File: src/rtl/muldiv_unit.sv
// rtl/muldiv_unit.sv - iterative radix-2 RV32M multiply/divide unit
module muldiv_unit #(
    parameter int WIDTH = 32,
    parameter int CNTW  = $clog2(WIDTH) + 1
) (
    input  logic             clk,
    input  logic             reset,
    input  logic             start,
    input  logic             flush,
    input  logic [2:0]       op,
    input  logic [WIDTH-1:0] a,
    input  logic [WIDTH-1:0] b,
    output logic             busy,
    output logic             done,
    output logic [WIDTH-1:0] result
);

    typedef enum logic [1:0] {
        S_IDLE,
        S_CALC,
        S_FIX,
        S_DONE
    } state_t;

    localparam logic [WIDTH-1:0] MOST_NEG = {1'b1, {(WIDTH-1){1'b0}}};

    state_t             state;
    logic [2:0]         op_q;
    logic [WIDTH-1:0]   opnd;
    logic [2*WIDTH-1:0] prod;
    logic               neg_a_q;
    logic               neg_b_q;
    logic [CNTW-1:0]    count;

    logic               sgn_a;
    logic               sgn_b;
    logic               neg_a_in;
    logic               neg_b_in;
    logic [WIDTH-1:0]   abs_a_in;
    logic [WIDTH-1:0]   abs_b_in;
    logic               div_zero;
    logic               div_ovf;

    always_comb begin
        sgn_a = 1'b0;
        sgn_b = 1'b0;
        case (op)
            3'b000, 3'b001, 3'b100, 3'b110: begin
                sgn_a = 1'b1;
                sgn_b = 1'b1;
            end
            3'b010:  sgn_a = 1'b1;
            default: ;
        endcase
    end

    assign neg_a_in = sgn_a & a[WIDTH-1];
    assign neg_b_in = sgn_b & b[WIDTH-1];
    assign abs_a_in = neg_a_in ? -a : a;
    assign abs_b_in = neg_b_in ? -b : b;
    assign div_zero = op[2] && (b == '0);
    assign div_ovf  = op[2] && !op[0] && (a == MOST_NEG) && (b == '1);

    // Multiply keeps {acc, multiplier}; divide keeps {remainder, dividend/quotient}.
    logic [WIDTH:0]     add_sum;
    logic [WIDTH:0]     trial;
    logic [2*WIDTH-1:0] iter_next;

    always_comb begin
        add_sum   = {1'b0, prod[2*WIDTH-1:WIDTH]} + {1'b0, (prod[0] ? opnd : {WIDTH{1'b0}})};
        trial     = {prod[2*WIDTH-1:WIDTH], prod[WIDTH-1]} - {1'b0, opnd};
        iter_next = prod;
        if (op_q[2]) begin
            if (trial[WIDTH])
                iter_next = {prod[2*WIDTH-2:0], 1'b0};
            else
                iter_next = {trial[WIDTH-1:0], prod[WIDTH-2:0], 1'b1};
        end else begin
            iter_next = {add_sum, prod[WIDTH-1:1]};
        end
    end

    logic [2*WIDTH-1:0] prod_s;
    logic [WIDTH-1:0]   quo_s;
    logic [WIDTH-1:0]   rem_s;
    logic [WIDTH-1:0]   fix_res;

    always_comb begin
        prod_s  = (neg_a_q ^ neg_b_q) ? -prod : prod;
        quo_s   = (neg_a_q ^ neg_b_q) ? -prod[WIDTH-1:0] : prod[WIDTH-1:0];
        rem_s   = neg_a_q ? -prod[2*WIDTH-1:WIDTH] : prod[2*WIDTH-1:WIDTH];
        fix_res = '0;
        if (op_q[2])
            fix_res = op_q[1] ? rem_s : quo_s;
        else if (op_q[1:0] == 2'b00)
            fix_res = prod_s[WIDTH-1:0];
        else
            fix_res = prod_s[2*WIDTH-1:WIDTH];
    end

    always_ff @(posedge clk or negedge reset) begin
        if (!reset) begin
            state   <= S_IDLE;
            op_q    <= '0;
            opnd    <= '0;
            prod    <= '0;
            neg_a_q <= 1'b0;
            neg_b_q <= 1'b0;
            count   <= '0;
            busy    <= 1'b0;
            done    <= 1'b0;
            result  <= '0;
        end else begin
            case (state)
                S_IDLE: begin
                    done <= 1'b0;
                    if (start && !flush) begin
                        op_q  <= op;
                        count <= CNTW'(WIDTH);
                        busy  <= 1'b1;
                        // Special cases preload the final quotient/remainder with signs cleared.
                        if (div_zero) begin
                            prod    <= {a, {WIDTH{1'b1}}};
                            neg_a_q <= 1'b0;
                            neg_b_q <= 1'b0;
                            state   <= S_FIX;
                        end else if (div_ovf) begin
                            prod    <= {{WIDTH{1'b0}}, a};
                            neg_a_q <= 1'b0;
                            neg_b_q <= 1'b0;
                            state   <= S_FIX;
                        end else begin
                            neg_a_q <= neg_a_in;
                            neg_b_q <= neg_b_in;
                            opnd    <= op[2] ? abs_b_in : abs_a_in;
                            prod    <= {{WIDTH{1'b0}}, (op[2] ? abs_a_in : abs_b_in)};
                            state   <= S_CALC;
                        end
                    end
                end
                S_CALC: begin
                    if (flush) begin
                        busy  <= 1'b0;
                        state <= S_IDLE;
                    end else begin
                        prod  <= iter_next;
                        count <= count - CNTW'(1);
                        if (count == CNTW'(1))
                            state <= S_FIX;
                    end
                end
                S_FIX: begin
                    busy <= 1'b0;
                    if (flush) begin
                        state <= S_IDLE;
                    end else begin
                        result <= fix_res;
                        done   <= 1'b1;
                        state  <= S_DONE;
                    end
                end
                default: begin
                    done  <= 1'b0;
                    state <= S_IDLE;
                end
            endcase
        end
    end

endmodule

File: config.mk
export PLATFORM = sky130hd
export DESIGN_NAME = muldiv_unit
export DESIGN_NICKNAME = d
export VERILOG_FILES = /design/src/rtl/muldiv_unit.sv
export SDC_FILE = /design/constraint.sdc
export NUM_CORES = 1
export LEC_CHECK = 0
export ABC_AREA = 0
export CAP_MARGIN = 20
export CORE_UTILIZATION = 60
export CTS_CLUSTER_SIZE = 14
export DETAILED_ROUTE_END_ITERATION = 6
export GPL_ROUTABILITY_DRIVEN = 1
export PLACE_DENSITY = 0.81
export SLEW_MARGIN = 20
export SYNTH_ARGS = -nofsm -noshare
export SYNTH_HDL_FRONTEND = slang
export SYNTH_SLANG_ARGS = --single-unit
File: constraint.sdc
create_clock -name clk -period 10.6 [get_ports clk]
set_input_delay 2.12 -clock clk [delete_from_list [all_inputs] [get_ports clk]]
set_output_delay 2.12 -clock clk [all_outputs]
set_load 0.02 [all_outputs]
==> results of run 1 <==
[placed cells by master (no fill, tap or decap), types with 20 or more instances in the layout]
cell type,netlist,routed
nand2_1,224,224
nor2_1,212,210
a21oi_1,198,198
o21ai_0,188,188
dfrtp_1,143,142
clkdlybuf4s50_1,0,102
xnor2_1,99,98
xor2_1,95,94
ha_1,75,74
inv_1,66,66
mux2i_1,51,51
a21o_1,41,41
nor3_1,39,38
a31oi_1,27,27
a211oi_1,27,27
nand3_1,27,26
nand2b_1,24,24
nor4_1,23,23
buf_4,5,23
nand4_1,22,22
mux2_2,21,21
or3_1,20,20
o31ai_1,20,20
and3_1,20,20
[path summary, 6_finish.rpt]
path                            startpoint    endpoint
worst max-delay path                  b[2]    prod[45]
worst min-delay path             result[1]   result[1]
worst max register to register    prod[31]    prod[56]
worst min register to register   result[1]   result[1]
max in group asynchronous            reset     op_q[2]
min in group asynchronous            reset  result[23]
[layer usage]
metal | global-route usage [%] | part of all wire (%) | wire length [µm] | vias up
met4 | 22.5 | 5.6 | 3170 | 0
met5 | 0 | 0 | 0 | -
met3 | 11.1 | 12 | 6990 | 158
met1 | 59.0 | 41 | 23200 | 7767
li1 | - | - | - | 7518
met2 | 62.9 | 41 | 23600 | 1030
[cells in the mapped netlist (all sizes together) (24+ instances only)]
master / count / area, µm²
inv: 66 / 248
nand2: 225 / 847
a21oi: 198 / 991
nor4: 27 / 194
nor3: 41 / 215
o21ai: 193 / 966
ha: 75 / 938
nand2b: 24 / 150
a31oi: 27 / 169
dfrtp: 143 / 3580
xnor2: 99 / 867
a211oi: 27 / 203
xor2: 95 / 832
clkbuf: 132 / 498
a21o: 41 / 308
nor2: 214 / 808
nand3: 28 / 145
mux2i: 51 / 510
[where the power goes]
group	internal, µW	leakage [µW]	switching [µW]
combinational	1930	0.00510	2950
clock	322	0.000296	316
sequential	805	0.00174	524
total	3050	0.00714	3790
[critical path, stage by stage]
cell and delay, ns:
clkdlybuf4s50_1 0.50, or4_1 0.66, nor4_2 0.45, and2_1 0.28, nand2_1 0.19, nor4_2 0.92
nand2_1 0.17, and3_1 0.22, a2111oi_1 0.37
[sequential cells by signal (all words and copies together), names as in the netlist]
register  cells
result       32
done          1
busy          1
opnd         32
prod         64
neg_b_q       1
count         6
op_q          3
state         2
neg_a_q       1
[per-stage QoR]
step                      util (%)  setup WS, ns
final                         67.8          5.04
after global routing          67.8          4.87
after CTS                     67.8          5.21
after detailed placement      65.4          4.77
after global placement        65.4          4.84
after floorplan                  -          6.06
[cells by family after synthesis]
kind of cell	Yosys count	share of synthesized area [%]
compound gates	666	27.1
mux	73	4.94
simple gates	704	21.8
fa+ha+maj	77	6.34
flops	143	23.2
buf+inv	220	5.57
xor+xnor	194	11.0
[area by class of cell]
cell class,instances,area [µm²]
multi-input combinational,1714,11000
tap,330,413
clock inverter,15,184
inverter,66,248
sequential,143,3580
fill,2121,8100
clock buffer,17,425
timing repair buffer,127,1210
==> impl_metrics.py, run 1 <==
metrics = {
    "route": {
        "drtPass1Iterations": 7,
        "routed_via_density": 6.83,
        "drc_errors": 2,
        "ant_nets": 0,
        "dr_total_vias": 16500,
        "wl_per_cell_um": 23.6,
        "drt-total-wl_um": 56900,
        "first_iter_violations": 2423,
    },
    "power_and_ir_drop": {
        "cellPowerDensity_mw_per_mm2": 401,
        "power_uw": 6850,
        "ir_drop_v": 0.000336,
        "leakage_uw": 0.00714,
    },
    "finish": {
        "drive_gt1_share_pct": 5.72,
        "fin_nets": 2217,
        "fin_cells": 2412,
        "design_area_mm2": 0.0171,
        "diodes": 0,
        "syn_to_final_growth_pct": 10.8,
    },
    "clock_tree": {
        "cts_buffers": 17,
        "cts_root_buf": "clkbuf_16",
        "htree_levels": 4,
        "ctsResizeCount": 0,
        "cts_hold_buf": 0,
        "cts_buffer_depth": 2,
        "cts_setup_buffers": 0,
        "clkLatencyLatePin_ns": 0.45,
        "cts_tree": "built",
        "clkSlewWorstSetupHoldPaths_ns": 0.08,
        "cts.sinks": 143,
    },
    "placed_design": {
        "placed_area_mm2": 0.0165,
        "portBuffers": 104,
        "dp_hpwl_um": 43600,
        "dp_cells": 2379,
        "place.gp.congestion": 1.02,
    },
    "grt": {
        "antenna_found_initial": 1,
        "grt_use_total_pct": 43.3,
        "first_global_vias": 15100,
        "grt_max_degree": 99,
        "grt_pass1_wl_um": 87000,
        "grt_overflow": 0,
    },
    "logic_synthesis": {
        "syn-instance-count": 2077,
        "avgSynthCellArea_um2": 7.43,
        "ys_seq_elements": 143,
        "synth-main-ff-cell": "dfrtp_1",
        "synth-edff-count": 0,
        "synth_nets": 2225,
        "yosys_warnings": 0,
        "syn_area_mm2": 0.0154,
        "synthArstFlopShare_pct": 100,
        "yosysUniqueCellTypes": 85,
        "seq_area_frac_synth_pct": 23.2,
    },
    "timing": {
        "rsz0062_at_grt": "false",
        "worst_pin_slew_ns": 1.16,
        "finalSetupViolations": 0,
        "fin_hold_ws_ns": 0.481,
        "final_max_slew_viol_count": 0,
        "hold_viol_final": 0,
        "clock_skew_ns": 0.0172,
        "fmax_mhz": 180,
        "period_needed_ns": 5.56,
        "slew-limit-headroom_pct": 21.9,
        "tns_ns": 0,
        "fin_crit_sh_pct": 52.4,
    },
    "floorplan": {
        "start_util_pct": 61.2,
        "ioPinCount": 105,
        "die_w_um": 162,
        "coreArea_mm2": 0.0252,
        "die_area_mm2": 0.0264,
        "row_count": 58,
        "die_h_um": 162,
    },
    "critical_path": {
        "critPathKind": "in -> reg",
        "rrSetupSlack_ns": 6.15,
        "start_kind": "primary input",
        "critPathCaptureType": "register",
        "critPathArrivalTime_ns": 5.87,
        "cp_data_required_time_ns": 10.92,
        "crit_fanout": 6,
        "reg2reg_depth": 13,
    },
    "job": {
        "drv_cap": 0,
    },
    "min_path": {
        "holdCritPathClass": "reg -> reg",
        "holdPathStages": 2,
    },
    "run_status": {
        "status": "finished, violations left",
        "violations": "design-rule violations",
    },
}
Power figures use the tool's default switching activity.
==> run 2, diff against run 1 <==
Clock period 10.6 ns to 5.5 ns, I/O delays scaled along.
==> run 2 against run 1 <==
The run still ends with design-rule violations left. Routed wire length down 1.1%. Sequential power rose by 89%. Global-route usage decreased by 0.15 points. Die area is the same. Largest power group unchanged. Core utilization rose by 0.32 points. Largest cell class unchanged. Combinational power up 93%. Via count up 0.37%. Non-clock buffer count increased by 9.
==> impl_metrics.py, run 2 (synthesized netlist as in run 1, its figures left out) <==
metrics = {
    "power_and_ir_drop": {
        "ir_drop_v": 0.000367,
        "cellPowerDensity_mw_per_mm2": 766,
        "swShare_pct": 54.9,
        "p_int_uw": 5930,
        "p_clk_share_pct": 9.2,
        "power_frac_comb_pct": 71.6,
        "power.switching_uw": 7220,
        "leakage_uw": 0.00718,
        "seqPwrFrac_pct": 19.2,
    },
    "finish": {
        "syn_to_final_growth_pct": 11.3,
        "drive_gt1_share_pct": 6.07,
        "layout_commonest_cell": "nand2_1",
        "reg_top3": "prod: 64 flops, opnd: 32 flops, result: 32 flops",
        "fin_nets": 2226,
        "final_cell_mix": "nand2_1 (224), nor2_1 (211), a21oi_1 (198), o21ai_0 (188), dfrtp_1 (142)",
        "largest_reg_flops": 64,
        "regMostFlops": "prod",
        "diodes": 0,
        "design_area_mm2": 0.0172,
        "fill_cells": 2233,
    },
    "critical_path": {
        "crit_fanout": 54,
        "startpoint": "a[1]",
        "r2r-end": "prod[63]",
        "slowest_stage": "clkdlybuf4s50_1",
        "timing.rr.start": "prod[0]",
        "critPathArrivalTime_ns": 4.53,
        "crit_end": "opnd[0]",
        "slowest_delay_ns": 0.50,
        "cp_data_required_time_ns": 5.80,
        "rrSetupSlack_ns": 1.35,
        "reg2reg_depth": 11,
        "critPathKind": "in -> reg",
        "cp_cell_sequence": "clkdlybuf4s50_1 -> inv_1 -> ha_1 -> nor4b_1 -> nand2_1 -> and3b_1 -> and2_0 -> and2_1 -> nor2_1 -> nand3_2 -> buf_12 -> o21ai_0",
        "critPathCaptureType": "register",
        "start_kind": "primary input",
    },
    "timing": {
        "period_needed_ns": 4.23,
        "slew-limit-headroom_pct": 29.0,
        "hold_viol_final": 0,
        "fin_ws_ns": 1.27,
        "final_max_slew_viol_count": 0,
        "clock_skew_ns": 0.0186,
        "rsz0062_at_grt": "false",
        "worst_pin_slew_ns": 1.05,
        "tns_ns": 0,
        "finalSetupViolations": 0,
        "fin_crit_sh_pct": 76.9,
        "fmax_mhz": 236,
    },
    "placed_design": {
        "portBuffers": 104,
        "pre_cts_ws_ns": 0.846,
        "dp_hpwl_um": 42800,
        "place.gp.congestion": 1.04,
        "placed_area_mm2": 0.0165,
    },
    "clock_tree": {
        "htree_levels": 4,
        "cts_buffer_depth": 2,
        "cts_setup_buffers": 0,
        "clkSlewWorstSetupHoldPaths_ns": 0.07,
        "cts_hold_buf": 0,
        "cts_tree": "built",
        "cts_root_buf": "clkbuf_16",
        "ctsResizeCount": 0,
        "clkLatencyLatePin_ns": 0.45,
        "cts_buffers": 17,
        "cts.sinks": 143,
    },
    "floorplan": {
        "die_h_um": 162,
        "row_count": 58,
        "die_area_mm2": 0.0264,
        "start_util_pct": 61.2,
        "ioPinCount": 105,
        "die_w_um": 162,
        "coreArea_mm2": 0.0252,
    },
    "grt": {
        "grt_pass1_wl_um": 86500,
        "antenna_found_initial": 0,
        "grt_use_total_pct": 43.2,
        "first_global_vias": 15000,
        "grt_max_degree": 89,
        "grt_overflow": 0,
    },
    "route": {
        "dr_total_vias": 16500,
        "routed_via_density": 6.83,
        "drc_errors": 2,
        "first_iter_violations": 2324,
        "drt-total-wl_um": 56300,
        "ant_nets": 0,
        "wl_per_cell_um": 23.2,
        "drtPass1Iterations": 7,
    },
    "run_status": {
        "violations": "design-rule violations",
        "status": "finished, violations left",
    },
    "job": {
        "drv_cap": 0,
    },
    "min_path": {
        "holdCritPathClass": "reg -> reg",
        "holdCritStartpoint": "result[5]",
    },
}
## run 2: cell count changes in the layout (fill, tap and decap cells not counted)
cell / change
nor2_1: +1
buf_4: +8
inv_8: +2
clkinv_4: +2
inv_6: -5
nor2_2: -1
clkinvlp_4: +1
buf_12: +1
## run 2: worst min path at each step
stage / to / slack, ns / cells after the start
global route: result[5] / 0.50 / 2
detailed placement: result[5] / 0.47 / 2
finish: result[5] / 0.48 / 2
CTS: result[5] / 0.49 / 2
global placement: result[5] / 0.46 / 2
floorplan: opnd[20] / 0.45 / 2
## run 2: per-stage QoR
stage	utilization, %	hold WS (ns)	power [µW]	cells
2_1_floorplan	-	0.450	8870	2077
3_3_place_gp	65.7	0.460	11300	2388
3_5_place_dp	65.7	0.470	11500	2388
4_1_cts	68.1	0.486	12800	2420
5_1_grt	68.2	0.499	14000	2421
6_report	68.2	0.482	13100	2421
## run 2: area by class of cell
| cell class | count | area (µm²) | area share (%) |
|---|---|---|---|
| Clock inverter | 15 | 188 | 1.09 |
| Inverter | 66 | 248 | 1.44 |
| Clock buffer | 17 | 425 | 2.48 |
| Tap cell | 330 | 413 | 2.41 |
| Sequential cell | 143 | 3580 | 20.9 |
| Timing Repair Buffer | 136 | 1290 | 7.52 |
| Multi-Input combinational cell | 1714 | 11000 | 64.2 |
## run 2: power groups by stage
stage	Combinational (µW)	Sequential (µW)	Clock [µW]
global route	10200	2550	1260
finish	9410	2520	1210
global placement	8890	2440	0
floorplan	6800	2070	0
CTS	9100	2440	1220
detailed placement	9020	2460	0
## run 2: layer usage
layer	global-route usage, %	wire [µm]	part of all wire [%]	vias up
li1	-	-	-	7544
met4	23.8	3310	5.9	0
met5	0	0	0	-
met1	58.2	22400	40	7689
met2	61.6	23100	41	1121
met3	12.5	7480	13	180
## run 2: worst max-delay path: cells and delay by family
kind,cells,cell delay [ns]
compound gates,1,0.15
buf+inv,3,0.86
fa+ha+maj,1,0.19
simple gates,7,2.21
